`config.mk`:
```
export PLATFORM = sky130hd
export DESIGN_NAME = mdr_mem_ctrl_flat
export DESIGN_NICKNAME = d
export VERILOG_FILES = /design/src/rtl/mem_ctrl_pkg.sv /design/src/rtl/mdr_mem_ctrl_if.sv /design/src/rtl/mem_wait_timer.sv /design/src/rtl/mdr_mem_ctrl.sv /design/src/flat_wrapper.sv
export SDC_FILE = /design/constraint.sdc
export NUM_CORES = 1
export LEC_CHECK = 0
export CAP_MARGIN = 15
export CORE_MARGIN = 8
export CORE_UTILIZATION = 40
export DETAILED_ROUTE_END_ITERATION = 10
export GPL_ROUTABILITY_DRIVEN = 0
export PLACE_DENSITY = 0.84
export SETUP_SLACK_MARGIN = 0.2
export SLEW_MARGIN = 40
export SYNTH_ARGS = -nofsm -noshare
export SYNTH_HDL_FRONTEND = slang
export SYNTH_SLANG_ARGS = --single-unit
```
`constraint.sdc`:
```
create_clock -name clk -period 2.84 [get_ports clk]
set_input_delay 0.71 -clock clk [delete_from_list [all_inputs] [get_ports clk]]
set_output_delay 0.71 -clock clk [all_outputs]
set_load 0.005 [all_outputs]
```
`src/rtl/mem_ctrl_pkg.sv`:
```
// mem_ctrl_pkg: shared state, request-kind and timeout defaults for mdr_mem_ctrl
package mem_ctrl_pkg;
  localparam int WAIT_MAX_DEF = 15;
  typedef enum logic [2:0] {S_IDLE, S_ADDR, S_RD_WAIT, S_RD_CAP, S_WR_WAIT, S_DONE} mem_ctrl_state_t;
  typedef enum logic {K_RD, K_WR} req_kind_t;
endpackage

```
`src/rtl/mdr_mem_ctrl_if.sv`:
```
// mdr_mem_ctrl_if: request/bus-load inputs, memory strobes, MDR controls and status; master drives requests, slave is the controller
interface mdr_mem_ctrl_if #(parameter int ADDR_W = 9);
  logic              req_rd;
  logic              req_wr;
  logic [ADDR_W-1:0] req_addr;
  logic              bus_ld;
  logic              mem_ready;
  logic [ADDR_W-1:0] mem_addr;
  logic              mem_rd;
  logic              mem_wr;
  logic              mdr_read;
  logic              mdr_en;
  logic              busy;
  logic              done;
  logic              err;
  modport master (output req_rd, req_wr, req_addr, bus_ld, mem_ready,
                  input  mem_addr, mem_rd, mem_wr, mdr_read, mdr_en, busy, done, err);
  modport slave  (input  req_rd, req_wr, req_addr, bus_ld, mem_ready,
                  output mem_addr, mem_rd, mem_wr, mdr_read, mdr_en, busy, done, err);
endinterface

```
`src/rtl/mem_wait_timer.sv`:
```
// mem_wait_timer: wait-cycle counter; ports clk, rst, i_clear, i_en, o_tc (high on the MAX-th counted cycle)
module mem_wait_timer #(parameter int MAX = 15) (
  input  logic clk,
  input  logic rst,
  input  logic i_clear,
  input  logic i_en,
  output logic o_tc
);
  localparam int W = MAX > 1 ? $clog2(MAX) : 1;
  logic [W-1:0] r_cnt;
  assign o_tc = r_cnt == W'(MAX - 1);
  always_ff @(posedge clk)
    if (rst || i_clear) r_cnt <= '0;
    else if (i_en && !o_tc) r_cnt <= r_cnt + 1'b1;
endmodule

```
`src/rtl/mdr_mem_ctrl.sv`:
```
// mdr_mem_ctrl: MDR memory-side sequencer; ports clk, clr (sync active-high) and bus (mdr_mem_ctrl_if.slave); optional MEM_TIMEOUT_EN adds the ready-wait timeout
module mdr_mem_ctrl import mem_ctrl_pkg::*; #(
  parameter int ADDR_W   = 9,
  parameter int WAIT_MAX = WAIT_MAX_DEF
) (
  input logic           clk,
  input logic           clr,
  mdr_mem_ctrl_if.slave bus
);
  mem_ctrl_state_t   r_state;
  req_kind_t         r_kind;
  logic [ADDR_W-1:0] r_addr;
  logic              r_err;
  logic              w_to;
`ifdef MEM_TIMEOUT_EN
  logic w_wait;
  logic w_tc;
  assign w_wait = r_state == S_RD_WAIT || r_state == S_WR_WAIT;
  mem_wait_timer #(.MAX(WAIT_MAX)) u_timer (
    .clk(clk), .rst(clr), .i_clear(!w_wait), .i_en(w_wait), .o_tc(w_tc)
  );
  assign w_to = w_wait && !bus.mem_ready && w_tc;
`else
  // no timeout without the timer; comparison keeps WAIT_MAX referenced
  assign w_to = WAIT_MAX < 0;
`endif
  always_ff @(posedge clk)
    if (clr) begin
      r_state <= S_IDLE;
      r_kind  <= K_RD;
      r_addr  <= '0;
      r_err   <= 1'b0;
    end else
      case (r_state)
        S_IDLE: if (bus.req_rd || bus.req_wr) begin
          r_state <= S_ADDR;
          r_kind  <= bus.req_rd ? K_RD : K_WR;
          r_addr  <= bus.req_addr;
          r_err   <= 1'b0;
        end
        S_ADDR:    r_state <= r_kind == K_RD ? S_RD_WAIT : S_WR_WAIT;
        S_RD_WAIT: if (bus.mem_ready) r_state <= S_RD_CAP;
                   else if (w_to) begin r_state <= S_DONE; r_err <= 1'b1; end
        S_WR_WAIT: if (bus.mem_ready) r_state <= S_DONE;
                   else if (w_to) begin r_state <= S_DONE; r_err <= 1'b1; end
        S_RD_CAP:  r_state <= S_DONE;
        default:   r_state <= S_IDLE;
      endcase
  assign bus.mem_addr = r_addr;
  assign bus.mem_rd   = r_state == S_RD_WAIT;
  assign bus.mem_wr   = r_state == S_WR_WAIT;
  assign bus.mdr_read = r_state == S_RD_CAP;
  // bus loads reach the MDR only while idle; the memory capture owns it otherwise
  assign bus.mdr_en   = r_state == S_RD_CAP || (r_state == S_IDLE && bus.bus_ld);
  assign bus.busy     = r_state != S_IDLE;
  assign bus.done     = r_state == S_DONE;
  assign bus.err      = r_err;
endmodule

```
`src/flat_wrapper.sv`:
```
// flat-port wrapper written by rule: the top's interface ports become plain ports
module mdr_mem_ctrl_flat import mem_ctrl_pkg::*;
#(
  parameter int ADDR_W   = 9,
  parameter int WAIT_MAX = WAIT_MAX_DEF
)
  (clk, clr, bus_req_rd, bus_req_wr, bus_req_addr, bus_bus_ld, bus_mem_ready, bus_mem_addr, bus_mem_rd, bus_mem_wr, bus_mdr_read, bus_mdr_en, bus_busy, bus_done, bus_err);
  mdr_mem_ctrl_if #(.ADDR_W(ADDR_W)) bus_i ();
  input logic clk;
  input logic clr;
  input wire logic [$bits(bus_i.req_rd)-1:0] bus_req_rd;
  input wire logic [$bits(bus_i.req_wr)-1:0] bus_req_wr;
  input wire logic [$bits(bus_i.req_addr)-1:0] bus_req_addr;
  input wire logic [$bits(bus_i.bus_ld)-1:0] bus_bus_ld;
  input wire logic [$bits(bus_i.mem_ready)-1:0] bus_mem_ready;
  output wire logic [$bits(bus_i.mem_addr)-1:0] bus_mem_addr;
  output wire logic [$bits(bus_i.mem_rd)-1:0] bus_mem_rd;
  output wire logic [$bits(bus_i.mem_wr)-1:0] bus_mem_wr;
  output wire logic [$bits(bus_i.mdr_read)-1:0] bus_mdr_read;
  output wire logic [$bits(bus_i.mdr_en)-1:0] bus_mdr_en;
  output wire logic [$bits(bus_i.busy)-1:0] bus_busy;
  output wire logic [$bits(bus_i.done)-1:0] bus_done;
  output wire logic [$bits(bus_i.err)-1:0] bus_err;
  assign bus_i.req_rd = bus_req_rd;
  assign bus_i.req_wr = bus_req_wr;
  assign bus_i.req_addr = bus_req_addr;
  assign bus_i.bus_ld = bus_bus_ld;
  assign bus_i.mem_ready = bus_mem_ready;
  assign bus_mem_addr = bus_i.mem_addr;
  assign bus_mem_rd = bus_i.mem_rd;
  assign bus_mem_wr = bus_i.mem_wr;
  assign bus_mdr_read = bus_i.mdr_read;
  assign bus_mdr_en = bus_i.mdr_en;
  assign bus_busy = bus_i.busy;
  assign bus_done = bus_i.done;
  assign bus_err = bus_i.err;
  mdr_mem_ctrl #(.ADDR_W(ADDR_W), .WAIT_MAX(WAIT_MAX)) u_core (.clk(clk), .clr(clr), .bus(bus_i));
endmodule
```
==> out/metrics.yaml <==
setup_path:
  path_max_fanout: 1
  cp_cell_sequence: "clkdlybuf4s50_1 > a21o_2 > clkdlybuf4s50_1"
  cpPeakStageDelay_ns: 0.49
  critPathCaptureType: "output port"
  cp.arrival_ns: 1.77
  crit_type: "input port to output port"
  path_common_cell: "clkdlybuf4s50_1"
  critical_path.slowest_cell: "clkdlybuf4s50_1"
  cp.required_ns: 2.13
  crit_path_start_kind: "input port"
placement:
  post-place-ws_ns: 0.354
  dp_hpwl_mm: 1.13
  placed_area_sq_um: 937
  dp.cells: 109
  port_buffers: 29
timing:
  post-route-period-util_pct: 87.2
  setup_slack_ns: 0.364
  tightest_slew_ns: 0.552
  fin_setup_tns_ns: 0
  hold_viol_final: 0
  setup_viol: 0
  slew_headroom_pct: 63.1
  final.min_clock_period_ns: 2.48
  whs_ns: 0.476
  skew_ns: 0.00468
  rsz0062_at_grt: "no"
  max_freq_ghz: 0.404
  final_max_slew_viol_count: 0
power:
  power_density_mw_per_mm2: 685
  seq_power_share_pct: 40.5
  p_leak_nw: 0.390
  finalPower_mw: 0.660
  internal_power_mw: 0.462
  p_comb_share_pct: 42.8
  p_sw_share_pct: 30.0
  ir_drop_uv: 374
  switchingPower_mw: 0.198
  clkPwrFrac_pct: 16.7
die:
  initial_core_util_pct: 41.0
  pin_count: 31
  coreArea_sq_mm: 0.00165
  num_rows: 15
  dieArea_sq_mm: 0.00326
  die_w_um: 57.1
  die_y_um: 57.1
routing:
  routedWlPerCell_um: 12.7
  vias: 555
  drc: 0
  drt_iter0_drc: 9
  first_pass_iters: 4
  drt_wl_total_mm: 1.43
  via_per_inst: 4.91
  ant_nets: 0
yosys:
  synth_area_sq_um: 677
  yosysWarnings: 0
  syn_nets: 84
  synth_seq_cells: 13
  synth_cell_types: 24
  ys_seq_area_share_pct: 38.4
  syn_inst: 69
  syn_avg_cell_area_sq_um: 9.81
clocking:
  cts_hold_buf: 0
  post_cts_resized: 0
  clock-sinks: 13
  cts_buffer_depth: 2
  post_cts_buffers: 0
  ctsHtreeMaxLevel: 1
  clk_latency_ns: 0.27
  clk_pin_slew_ns: 0.08
  cts_buffers: 3
  root_buffer: "clkbuf_4"
  cts_tree: "done"
grt:
  grt_pass1_wl_mm: 2.42
  grt_pass1_vias: 538
  grt_overflow: 0
  antenna_found_initial: 0
  grt_util_all_layers_pct: 8.80
  grt_max_degree: 24
finish:
  n_antenna_cell: 0
  final_cell_mix: "29 x clkdlybuf4s50_1, 19 x nand2b_1, 13 x dfxtp_1"
  drive_gt1_share_pct: 8.33
  fin_util_pct: 58.3
  fin_nets: 112
  syn_to_final_growth_pct: 42.3
  final_cell_count_no_fill: 113
  final_cell_area_sq_um: 963
  final_common_cell: "clkdlybuf4s50_1"
  n_fill_cell: 146
job:
  maxCapViolations: 0
min_path:
  hp-class: "register to register"
outcome:
  status: "finished clean"
==> cell usage after synthesis <==
master	instances	area [sq um]
nand2_1	1	3.75
buf_2	1	5.00
nor3b_1	1	7.51
a21o_2	1	8.76
clkbuf_1	2	7.51
buf_12	1	20.0
nor2_1	3	11.3
and3b_2	2	20.0
o31a_1	1	8.76
conb_1	1	3.75
a211oi_1	1	7.51
buf_4	1	7.51
or3b_1	1	8.76
o32ai_1	1	8.76
dfxtp_1	13	260
o21ai_0	1	5.00
mux2i_1	10	100
nor3_4	1	16.3
nor3_1	1	5.00
nand2b_1	19	119
nor2b_4	1	13.8
a21oi_1	2	10.0
inv_1	2	7.51
buf_6	1	11.3
==> sequential cells by signal (all words and copies together), names as in the netlist <==
register	flops
u_core.bus.mem_addr	9
u_core.r_state	3
u_core.r_kind	1
==> power by group through the flow <==
stage / logic (mW) / clock network [mW] / registers (mW)
after floorplan: 0.205 / 0 / 0.252
after global placement: 0.282 / 0 / 0.268
after detailed placement: 0.289 / 0 / 0.271
after CTS: 0.291 / 0.116 / 0.267
after global routing: 0.311 / 0.122 / 0.274
final: 0.283 / 0.110 / 0.267
==> metal layers <==
metal	part of all wire, %	global-route usage [%]
met5	0	0
met4	1.3	4.03
met3	9.3	3.55
met2	46	14.1
met1	43	9.92
==> cells by family (layout without fill, tap and decap cells) <==
group	Yosys count	after routing	share of synthesized area (%)
AND/OR/NAND/NOR	30	30	30.3
other	1	1	0.554
AO/OA/AOI/OAI	7	7	7.21
buffers and inverters	8	35	8.69
flip-flops	13	13	38.4
multiplexers	10	10	14.8
==> cell type report <==
cell class / instances / area (sq um) / share of cell area [%]
timing repair buffer: 29 / 290 / 30.1
clock buffer: 4 / 26.3 / 2.73
sequential: 13 / 260 / 27.0
tap: 17 / 21.3 / 2.21
inverter: 2 / 7.51 / 0.779
multi-input combinational: 48 / 358 / 37.1
==> worst paths after layout <==
| check | start | to | slack (ns) | cells after the start |
|---|---|---|---|---|
| setup / recovery | bus_bus_ld | bus_mdr_en | 0.36 | 3 |
| hold reg to reg | u_core.bus.mem_addr[6]$_SDFFE_PP0P_ | u_core.bus.mem_addr[6]$_SDFFE_PP0P_ | 0.48 | 2 |
| setup reg to reg | u_core.r_state[2]$_SDFFE_PP0P_ | u_core.bus.mem_addr[4]$_SDFFE_PP0P_ | 1.44 | 3 |
| hold / removal | u_core.bus.mem_addr[6]$_SDFFE_PP0P_ | u_core.bus.mem_addr[6]$_SDFFE_PP0P_ | 0.48 | 2 |
==> worst max-delay path: cells and delay by family <==
kind	cells	cell delay (ns)
AO/OA/AOI/OAI	1	0.11
buffers and inverters	2	0.94
Power figures use the tool's default switching activity.
